## src/rtl/mem_port_arbiter_if.sv

```systemverilog
// Shared memory-port bundle between the fetch/data requesters, the arbiter
// and the unified memory.
//   slave  : arbiter view (samples requests and mem_rdata, drives acks and the memory strobes)
//   master : environment view (requesters plus memory)
interface mem_port_arbiter_if;
    // Instruction-fetch requester
    logic        if_req;
    logic [63:0] if_addr;
    logic        if_ack;
    logic [31:0] if_rdata;
    // Load/store requester
    logic        d_req;
    logic        d_we;
    logic [63:0] d_addr;
    logic [63:0] d_wdata;
    logic        d_ack;
    logic [63:0] d_rdata;
    // Unified memory
    logic [63:0] mem_addr;
    logic [63:0] mem_wdata;
    logic        mem_re;
    logic        mem_we;
    logic [63:0] mem_rdata;
    // Status
    logic        busy;

    modport slave (
        input  if_req, if_addr, d_req, d_we, d_addr, d_wdata, mem_rdata,
        output if_ack, if_rdata, d_ack, d_rdata, mem_addr, mem_wdata,
               mem_re, mem_we, busy
    );

    modport master (
        output if_req, if_addr, d_req, d_we, d_addr, d_wdata, mem_rdata,
        input  if_ack, if_rdata, d_ack, d_rdata, mem_addr, mem_wdata,
               mem_re, mem_we, busy
    );
endinterface

```

## src/rtl/mem_port_arbiter.sv

```systemverilog
// Round-robin arbiter sharing one fixed-latency 64-bit memory port between
// the instruction-fetch and load/store paths.
// Ports:
//   clk    : rising-edge clock
//   reset  : asynchronous, active-high
//   bus    : mem_port_arbiter_if.slave (requests/acks, memory strobes, busy)
// Parameter RD_LAT (1..8): cycles from the mem_re cycle to valid mem_rdata.
module mem_port_arbiter #(
    parameter int unsigned RD_LAT = 1
) (
    input  logic              clk,
    input  logic              reset,
    mem_port_arbiter_if.slave bus
);
    localparam int unsigned CNT_W = 3;
    localparam int unsigned DW    = 64;
    localparam int unsigned IW    = 32;

    typedef enum logic [1:0] {
        ST_IDLE,
        ST_ACCESS,
        ST_WAIT,
        ST_RESP
    } state_e;

    typedef enum logic {
        OWN_FETCH,
        OWN_DATA
    } owner_e;

    state_e             state_q,     state_d;
    owner_e             owner_q,     owner_d;
    owner_e             last_q,      last_d;
    logic               we_q,        we_d;
    logic               half_q,      half_d;
    logic [CNT_W-1:0]   cnt_q,       cnt_d;
    logic [DW-1:0]      mem_addr_q,  mem_addr_d;
    logic [DW-1:0]      mem_wdata_q, mem_wdata_d;
    logic               mem_re_q,    mem_re_d;
    logic               mem_we_q,    mem_we_d;
    logic               if_ack_q,    if_ack_d;
    logic               d_ack_q,     d_ack_d;
    logic [IW-1:0]      if_rdata_q,  if_rdata_d;
    logic [DW-1:0]      d_rdata_q,   d_rdata_d;
    logic               busy_q,      busy_d;
    logic               grant_data;

    // State and registered outputs
    always_ff @(posedge clk or posedge reset) begin
        if (reset) begin
            state_q     <= ST_IDLE;
            owner_q     <= OWN_FETCH;
            last_q      <= OWN_DATA;
            we_q        <= 1'b0;
            half_q      <= 1'b0;
            cnt_q       <= '0;
            mem_addr_q  <= '0;
            mem_wdata_q <= '0;
            mem_re_q    <= 1'b0;
            mem_we_q    <= 1'b0;
            if_ack_q    <= 1'b0;
            d_ack_q     <= 1'b0;
            if_rdata_q  <= '0;
            d_rdata_q   <= '0;
            busy_q      <= 1'b0;
        end else begin
            state_q     <= state_d;
            owner_q     <= owner_d;
            last_q      <= last_d;
            we_q        <= we_d;
            half_q      <= half_d;
            cnt_q       <= cnt_d;
            mem_addr_q  <= mem_addr_d;
            mem_wdata_q <= mem_wdata_d;
            mem_re_q    <= mem_re_d;
            mem_we_q    <= mem_we_d;
            if_ack_q    <= if_ack_d;
            d_ack_q     <= d_ack_d;
            if_rdata_q  <= if_rdata_d;
            d_rdata_q   <= d_rdata_d;
            busy_q      <= busy_d;
        end
    end

    // Next-state and next-output logic; strobes and acks default low so they pulse
    always_comb begin
        state_d     = state_q;
        owner_d     = owner_q;
        last_d      = last_q;
        we_d        = we_q;
        half_d      = half_q;
        cnt_d       = cnt_q;
        mem_addr_d  = mem_addr_q;
        mem_wdata_d = mem_wdata_q;
        mem_re_d    = 1'b0;
        mem_we_d    = 1'b0;
        if_ack_d    = 1'b0;
        d_ack_d     = 1'b0;
        if_rdata_d  = if_rdata_q;
        d_rdata_d   = d_rdata_q;
        grant_data  = 1'b0;

        unique case (state_q)
            ST_IDLE: begin
                if (bus.if_req || bus.d_req) begin
                    // On a tie the requester that did not win last time goes first
                    grant_data  = bus.d_req && (!bus.if_req || (last_q == OWN_FETCH));
                    owner_d     = grant_data ? OWN_DATA : OWN_FETCH;
                    last_d      = owner_d;
                    we_d        = grant_data && bus.d_we;
                    mem_addr_d  = (grant_data ? bus.d_addr : bus.if_addr) & ~DW'(7);
                    mem_wdata_d = bus.d_wdata;
                    half_d      = bus.if_addr[2];
                    // Strobes are registered here so they line up with ACCESS
                    mem_re_d    = !we_d;
                    mem_we_d    = we_d;
                    state_d     = ST_ACCESS;
                end
            end
            ST_ACCESS: begin
                if (we_q) begin
                    d_ack_d  = (owner_q == OWN_DATA);
                    if_ack_d = (owner_q == OWN_FETCH);
                    state_d  = ST_RESP;
                end else begin
                    // WAIT spans exactly RD_LAT cycles; data is valid in its last one
                    cnt_d   = CNT_W'(RD_LAT - 1);
                    state_d = ST_WAIT;
                end
            end
            ST_WAIT: begin
                if (cnt_q == '0) begin
                    if (owner_q == OWN_FETCH) begin
                        if_ack_d   = 1'b1;
                        if_rdata_d = half_q ? bus.mem_rdata[63:32] : bus.mem_rdata[31:0];
                    end else begin
                        d_ack_d    = 1'b1;
                        d_rdata_d  = bus.mem_rdata;
                    end
                    state_d = ST_RESP;
                end else begin
                    cnt_d = cnt_q - CNT_W'(1);
                end
            end
            ST_RESP: begin
                state_d = ST_IDLE;
            end
            default: begin
                state_d = ST_IDLE;
            end
        endcase

        busy_d = (state_d != ST_IDLE);
    end

    assign bus.if_ack    = if_ack_q;
    assign bus.if_rdata  = if_rdata_q;
    assign bus.d_ack     = d_ack_q;
    assign bus.d_rdata   = d_rdata_q;
    assign bus.mem_addr  = mem_addr_q;
    assign bus.mem_wdata = mem_wdata_q;
    assign bus.mem_re    = mem_re_q;
    assign bus.mem_we    = mem_we_q;
    assign bus.busy      = busy_q;
endmodule

```

## src/flat_wrapper.sv

```systemverilog
// flat-port wrapper written by rule: the top's interface ports become plain ports
module mem_port_arbiter_flat 
#(
    parameter int unsigned RD_LAT = 1
)
  (clk, reset, bus_if_req, bus_if_addr, bus_d_req, bus_d_we, bus_d_addr, bus_d_wdata, bus_mem_rdata, bus_if_ack, bus_if_rdata, bus_d_ack, bus_d_rdata, bus_mem_addr, bus_mem_wdata, bus_mem_re, bus_mem_we, bus_busy);
  mem_port_arbiter_if bus_i ();
  input  logic clk;
  input  logic reset;
  input wire logic [$bits(bus_i.if_req)-1:0] bus_if_req;
  input wire logic [$bits(bus_i.if_addr)-1:0] bus_if_addr;
  input wire logic [$bits(bus_i.d_req)-1:0] bus_d_req;
  input wire logic [$bits(bus_i.d_we)-1:0] bus_d_we;
  input wire logic [$bits(bus_i.d_addr)-1:0] bus_d_addr;
  input wire logic [$bits(bus_i.d_wdata)-1:0] bus_d_wdata;
  input wire logic [$bits(bus_i.mem_rdata)-1:0] bus_mem_rdata;
  output wire logic [$bits(bus_i.if_ack)-1:0] bus_if_ack;
  output wire logic [$bits(bus_i.if_rdata)-1:0] bus_if_rdata;
  output wire logic [$bits(bus_i.d_ack)-1:0] bus_d_ack;
  output wire logic [$bits(bus_i.d_rdata)-1:0] bus_d_rdata;
  output wire logic [$bits(bus_i.mem_addr)-1:0] bus_mem_addr;
  output wire logic [$bits(bus_i.mem_wdata)-1:0] bus_mem_wdata;
  output wire logic [$bits(bus_i.mem_re)-1:0] bus_mem_re;
  output wire logic [$bits(bus_i.mem_we)-1:0] bus_mem_we;
  output wire logic [$bits(bus_i.busy)-1:0] bus_busy;
  assign bus_i.if_req = bus_if_req;
  assign bus_i.if_addr = bus_if_addr;
  assign bus_i.d_req = bus_d_req;
  assign bus_i.d_we = bus_d_we;
  assign bus_i.d_addr = bus_d_addr;
  assign bus_i.d_wdata = bus_d_wdata;
  assign bus_i.mem_rdata = bus_mem_rdata;
  assign bus_if_ack = bus_i.if_ack;
  assign bus_if_rdata = bus_i.if_rdata;
  assign bus_d_ack = bus_i.d_ack;
  assign bus_d_rdata = bus_i.d_rdata;
  assign bus_mem_addr = bus_i.mem_addr;
  assign bus_mem_wdata = bus_i.mem_wdata;
  assign bus_mem_re = bus_i.mem_re;
  assign bus_mem_we = bus_i.mem_we;
  assign bus_busy = bus_i.busy;
  mem_port_arbiter #(.RD_LAT(RD_LAT)) u_core (.clk(clk), .reset(reset), .bus(bus_i));
endmodule
```

## config.mk

```make
export PLATFORM = sky130hd
export DESIGN_NAME = mem_port_arbiter_flat
export DESIGN_NICKNAME = d
export VERILOG_FILES = /design/src/rtl/mem_port_arbiter_if.sv /design/src/rtl/mem_port_arbiter.sv /design/src/flat_wrapper.sv
export SDC_FILE = /design/constraint.sdc
export NUM_CORES = 1
export LEC_CHECK = 0
export ABC_AREA = 0
export CORE_AREA = 2 2 189 191
export CTS_CLUSTER_SIZE = 10
export DETAILED_ROUTE_END_ITERATION = 12
export DIE_AREA = 0 0 191 193
export HOLD_SLACK_MARGIN = 0.1
export PLACE_DENSITY = 0.71
export SLEW_MARGIN = 30
export SYNTH_ARGS = -nofsm -noshare
export SYNTH_HDL_FRONTEND = slang
export SYNTH_SLANG_ARGS = --single-unit
export TNS_END_PERCENT = 100
```

## constraint.sdc

```tcl
create_clock -name clk -period 23.3 [get_ports clk]
set_input_delay 4.66 -clock clk [delete_from_list [all_inputs] [get_ports clk]]
set_output_delay 4.66 -clock clk [all_outputs]
set_load 0.005 [all_outputs]
```

======== Word-level counts from Yosys, hierarchy flattened ========
Cells that the tools add are included.
operators by class
  eq/ne operators ......................... 5
  multipliers ............................. 0
  $lt $le $gt $ge ......................... 0
  muxes and demuxes ....................... 22
  divide/modulo/power cells ............... 0
  shifts and indexed selects .............. 0
  reductions and logical operators ........ 14
  add/sub/neg operators ................... 1
  bitwise operators ....................... 2
operator list
  operator                                              number
  2-to-1 mux 64 bit                                     1
  2-to-1 mux 32 bit                                     1
  2-to-1 mux 1 bit                                      12
  AND reduction 3 bit                                   3
  case mux 2 bit (4 select lines)                       1
  2-to-1 mux 3 bit                                      2
  case mux 3 bit (2 select lines)                       1
  equality test 2 bit (second input constant)           2
  2-to-1 mux 2 bit                                      2
  != test 2 bit (second input constant)                 2
  case mux 1 bit (2 select lines)                       2
  nonzero test 2 bit                                    2
  zero test 3 bit                                       1
  subtractor 3 x 1 -> 3 bit (second input constant)     1
  equality test 2 x 1 -> 1 bit (second input constant)  1
  logical AND 1 bit                                     2
  zero test 1 bit                                       2
  zero test 2 bit                                       1
  logical OR 1 bit                                      2
  inverter 1 bit                                        2
  AND reduction 2 bit                                   1
word-level totals
  bits in registers ....................... 235
  logic and storage cells ................. 59
  memories kept ........................... 0
  latch bits .............................. 0
  RAM bits ................................ 0
  output and inout port bits .............. 229
  ROM bits ................................ 0

======== Depth between registers and ports, before layout ========
  depth in word-level cells ............... 7
  depth in mapped cells ................... 8
  depth with buffers taken out ............ 6

======== Worst setup path after synthesis ========
No wires, ideal clock.
  path type ............................... input to register
  from .................................... input port bus_d_req
  to ...................................... register u_core.busy_q, in the netlist u_core.bus.busy
  data required time ...................... 23173 ps
  path buffers ............................ 1
  arrival time ............................ 5311 ps
  setup slack ............................. 17861 ps
  stages on the path ...................... 4
  cell sequence ........................... o21ai_2 buf_4 o211ai_1 or2_2
on the way
  longest elaborated chain between the ends .. 4
RTL lines
  element                          line                     RTL
  from (decl)                      flat_wrapper.sv:12       input wire logic [$bits(bus_i.d_req)-1:0] bus_d_req;
  logical OR 1 bit                 mem_port_arbiter.sv:105  if (bus.if_req || bus.d_req) begin
  2-to-1 mux 2 bit                 mem_port_arbiter.sv:105
  case mux 2 bit (4 select lines)  mem_port_arbiter.sv:103  unique case (state_q)
  net u_core.state_d[0]            mem_port_arbiter.sv:31   state_e state_q, state_d;
  nonzero test 2 bit               mem_port_arbiter.sv:153  busy_d = (state_d != ST_IDLE);
  net u_core.busy_d                mem_port_arbiter.sv:45   logic busy_q, busy_d;
  to (signal assigned)             mem_port_arbiter.sv:81   busy_q <= busy_d;
  to (decl)                        mem_port_arbiter.sv:45
The timed path passes the listed nets, and every way through them passes these cells.
A chain may end at the register's enable or synchronous reset.

======== Worst setup path in the final report ========
  from .................................... input port bus_d_req
  to ...................................... register u_core.mem_addr_q[30], in the netlist u_core.bus.mem_addr[30]
on the way
  longest elaborated chain between the ends .. 2
  elaborated cells between the ends (all ways) .. 4
  those cells by class .................... mux (1); reduce/logical (3)
RTL lines
  element                                                   line                                              RTL
  logical AND 1 bit or logical OR 1 bit (tied branches)     mem_port_arbiter.sv:107, mem_port_arbiter.sv:105
  2-to-1 mux 64 bit or AND reduction 2 bit (tied branches)  --
  to (signal assigned)                                      mem_port_arbiter.sv:73                            mem_addr_q <= mem_addr_d;
  to (decl)                                                 mem_port_arbiter.sv:37                            logic [DW-1:0] mem_addr_q, mem_addr_d;
Parallel ways exist; a longest one is shown, timed or not.

==> metrics.md <==
| Metric | Value |
|---|---|
| Status | finished, final reports clean |
| Area after DPL | 0.0148 sq mm |
| Setup TNS | 0 ns |
| Hold crit path type | reg -> reg |
| Leading post-synthesis cells by cell area | dfrtp_1 60%, nand2_1 11%, mux2_2 7.0%, a21oi_1 6.4%, mux2i_1 3.6% |
| Rows | 69 |
| RSZ-0062 raised after global routing | false |
| Synth area leader | dfrtp_1 |
| Seq/Total Area, Yosys | 60.5% |
| Most frequent cells in the layout | 481 x clkdlybuf4s50_1, 292 x nand2_1, 233 x dfrtp_1 |
| Fillers | 3333 |
| Period utilization | 27.3% |
| Largest net degree at the start of global routing | 95 |
| CTS tree | yes |
| Initial antenna violation count | 3 |
| Die area | 0.0369 sq mm |
| Fin worst setup slack | about 17 ns |
| Clk_lat worst skew | 0.55 ns |
| Pre-Repair DR Iteration Count | 4 |
| CP Data Required Time | 23.76 ns |
| Clock slew at reported path FFs | 0.05 ns |
| Setup crit end kind | register |
| Clk root buf | clkbuf_16 |
| Dominant synthesized flop cell | dfrtp_1 |
| Antenna-violating nets left | 0 |
| Net count, final | around 1700 |
| Routed len/inst | 17.0 um |
| Final Hold Vio Count | 0 |
| Vias in the first global route | 8588 |
| Worst EP arrival | approximately 7 ns |
| Maximum capacitance violations | 0 |
| Clock Path Buffers | 3 |
| LEAKAGE | 0.00688 uW |
| Core area | between 0.03 and 0.04 sq mm |
| Most common cell after layout, fill and taps aside | clkdlybuf4s50_1 |
| Area grow syn2layout | 61.1% |
| DRC | 0 |
| Synth top area share | 60.3% |
| Asr flop ratio synth | 100% |
| Post-synth EDFFs | 0 |
| CTS Sinks | 235 |
| Hold WS | ~0.47 ns |
| Syn Area/Cell | 10.4 sq um |
| Dpl hpwl | between 20 and 25 mm |
| Slew Limit Fails | 0 |
| CP Class | in -> reg |
| Sequential Area | roughly 0.006 sq mm |
| Unique masters post-synth | 29 |
| Slew HR | 47.9% |
| Final setup vio count | 0 |
| Die H | approximately 190 um |
| Post_cts resized | 0 |
| Power Density | ~130 mW/mm^2 |
| Worst Clk Skew | 0.0154 ns |
| Post-Syn Instances | 937 |
| CP max FO | 36 |
| Final min period | 6.36 ns |
| Fin area | 0.0156 sq mm |
| CTS Buf Count | 28 |
| IO Pins | 490 |
| Total GRT Usage | 16.4% |
| Htree depth | 1 |
| Syn. warnings | 0 |
| DRT iter0 DRCs | 240 |
| Total gr overflow | 0 |
| Die width | between 150 and 200 um |
| Vias | 8401 |
| Pre-CTS setup slack | 16.17 ns |
| Post-Syn Area | 0.00972 sq mm |
| Startpoint types | input pin |
| Global-route wire length before repair | 47.5 mm |
| #FFs+latches synth | 235 |
| Layout cell share with drive strength beyond 1 | 7.98% |
| WL final | 31.7 mm |
| Initial Util | 27.8% |
| Placer congestion estimate | ~0.8 |
| Post-CTS setup buffer count | 0 |
| Worst Max-Slew Pin Slew | just under 0.8 ns |
| Worst vdd ir | 0.0000837 V |
| Fmax achieved | approximately 160 MHz |
| Multi-input gate area | 0.00342 sq mm |
| IO Port Bufs | 481 |
| Vias per cell | ~4.5 |
| Hold-fix buffers, CTS | 0 |
-- synth_stat cells (all sizes together) (2+ instances only) --
master / count
nand2b: 2
nor2: 63
ha: 5
mux2i: 35
clkbuf: 6
buf: 56
a21oi: 124
o21ai: 35
nand2: 292
inv: 7
mux2: 65
dfrtp: 234
-- flip-flops by register name, summed over array words and instances (netlist names) --
name / flops
u_core.bus.busy: 1
u_core.bus.d_ack: 1
u_core.bus.d_rdata: 64
u_core.bus.if_ack: 1
u_core.bus.if_rdata: 32
u_core.bus.mem_addr: 61
u_core.bus.mem_re: 1
u_core.bus.mem_wdata: 64
u_core.bus.mem_we: 1
u_core.cnt_q: 3
u_core.half_q: 1
u_core.last_q: 1
u_core.owner_q: 1
u_core.state_q: 2
u_core.we_q: 1
-- path summary, 6_finish.rpt --
kind                                                       from                                    to  slack, ns  cells after the start
setup / recovery                                      bus_d_req   u_core.bus.mem_addr[30]$_DFFE_PP0P_      16.94                      5
min in group asynchronous                                 reset  u_core.bus.mem_wdata[31]$_DFFE_PP0P_       4.62                      2
setup reg to reg                    u_core.state_q[0]$_DFF_PP0_   u_core.bus.mem_wdata[9]$_DFFE_PP0P_      20.86                      6
hold reg to reg            u_core.bus.mem_wdata[22]$_DFFE_PP0P_  u_core.bus.mem_wdata[22]$_DFFE_PP0P_       0.47                      2
hold / removal             u_core.bus.mem_wdata[22]$_DFFE_PP0P_  u_core.bus.mem_wdata[22]$_DFFE_PP0P_       0.47                      2
max in group asynchronous                                 reset             u_core.half_q$_DFFE_PP0P_      17.54                      3
-- critical path, stage by stage --
cell and delay [ns]:
clkdlybuf4s50_1 0.61, a21boi_4 0.70, buf_4 0.48, a21oi_1 0.16, a21oi_1 0.18
-- stage by stage --
| step | total power (uW) | utilization [%] | std cells |
|---|---|---|---|
| 6_report | 2050 | 44.8 | 1866 |
| 5_1_grt | 2190 | 44.7 | 1865 |
| 4_1_cts | 2080 | 44.6 | 1864 |
| 3_5_place_dp | 1660 | 42.3 | 1827 |
| 3_3_place_gp | 1630 | 42.3 | 1827 |
| 2_1_floorplan | 1110 | - | 939 |
-- cells by family (layout without fill, tap and decap cells) --
family / after synthesis / count (layout) / share of synthesized area [%]
buffers and inverters: 69 / 534 / 4.62
AOI/OAI and AO/OA: 166 / 166 / 8.78
other: 1 / 4 / 0.0386
DFF: 235 / 235 / 60.5
adders and majority gates: 5 / 5 / 0.644
and+or+nand+nor: 361 / 361 / 14.2
muxes: 100 / 100 / 11.1
-- layout make-up --
class | instances | share of cell area (%)
clock buffer | 36 | 5.06
antenna | 1 | 0.0160
sequential | 235 | 37.6
multi-input combinational | 635 | 21.8
inverter | 7 | 0.216
clock inverter | 1 | 0.192
timing repair buffer | 490 | 31.4
tap | 461 | 3.69
-- metal layers --
metal	track usage, %	part of all wire, %
met4	4.86	2.3
met2	29.4	50
met5	0	0
met1	18.7	38
met3	4.96	9.2
-- power by group --
| part | switching [uW] | internal [uW] |
|---|---|---|
| clock | 163 | 244 |
| sequential | 124 | 614 |
| combinational | 373 | 529 |
| total | 660 | 1390 |
Power figures use the tool's default switching activity.
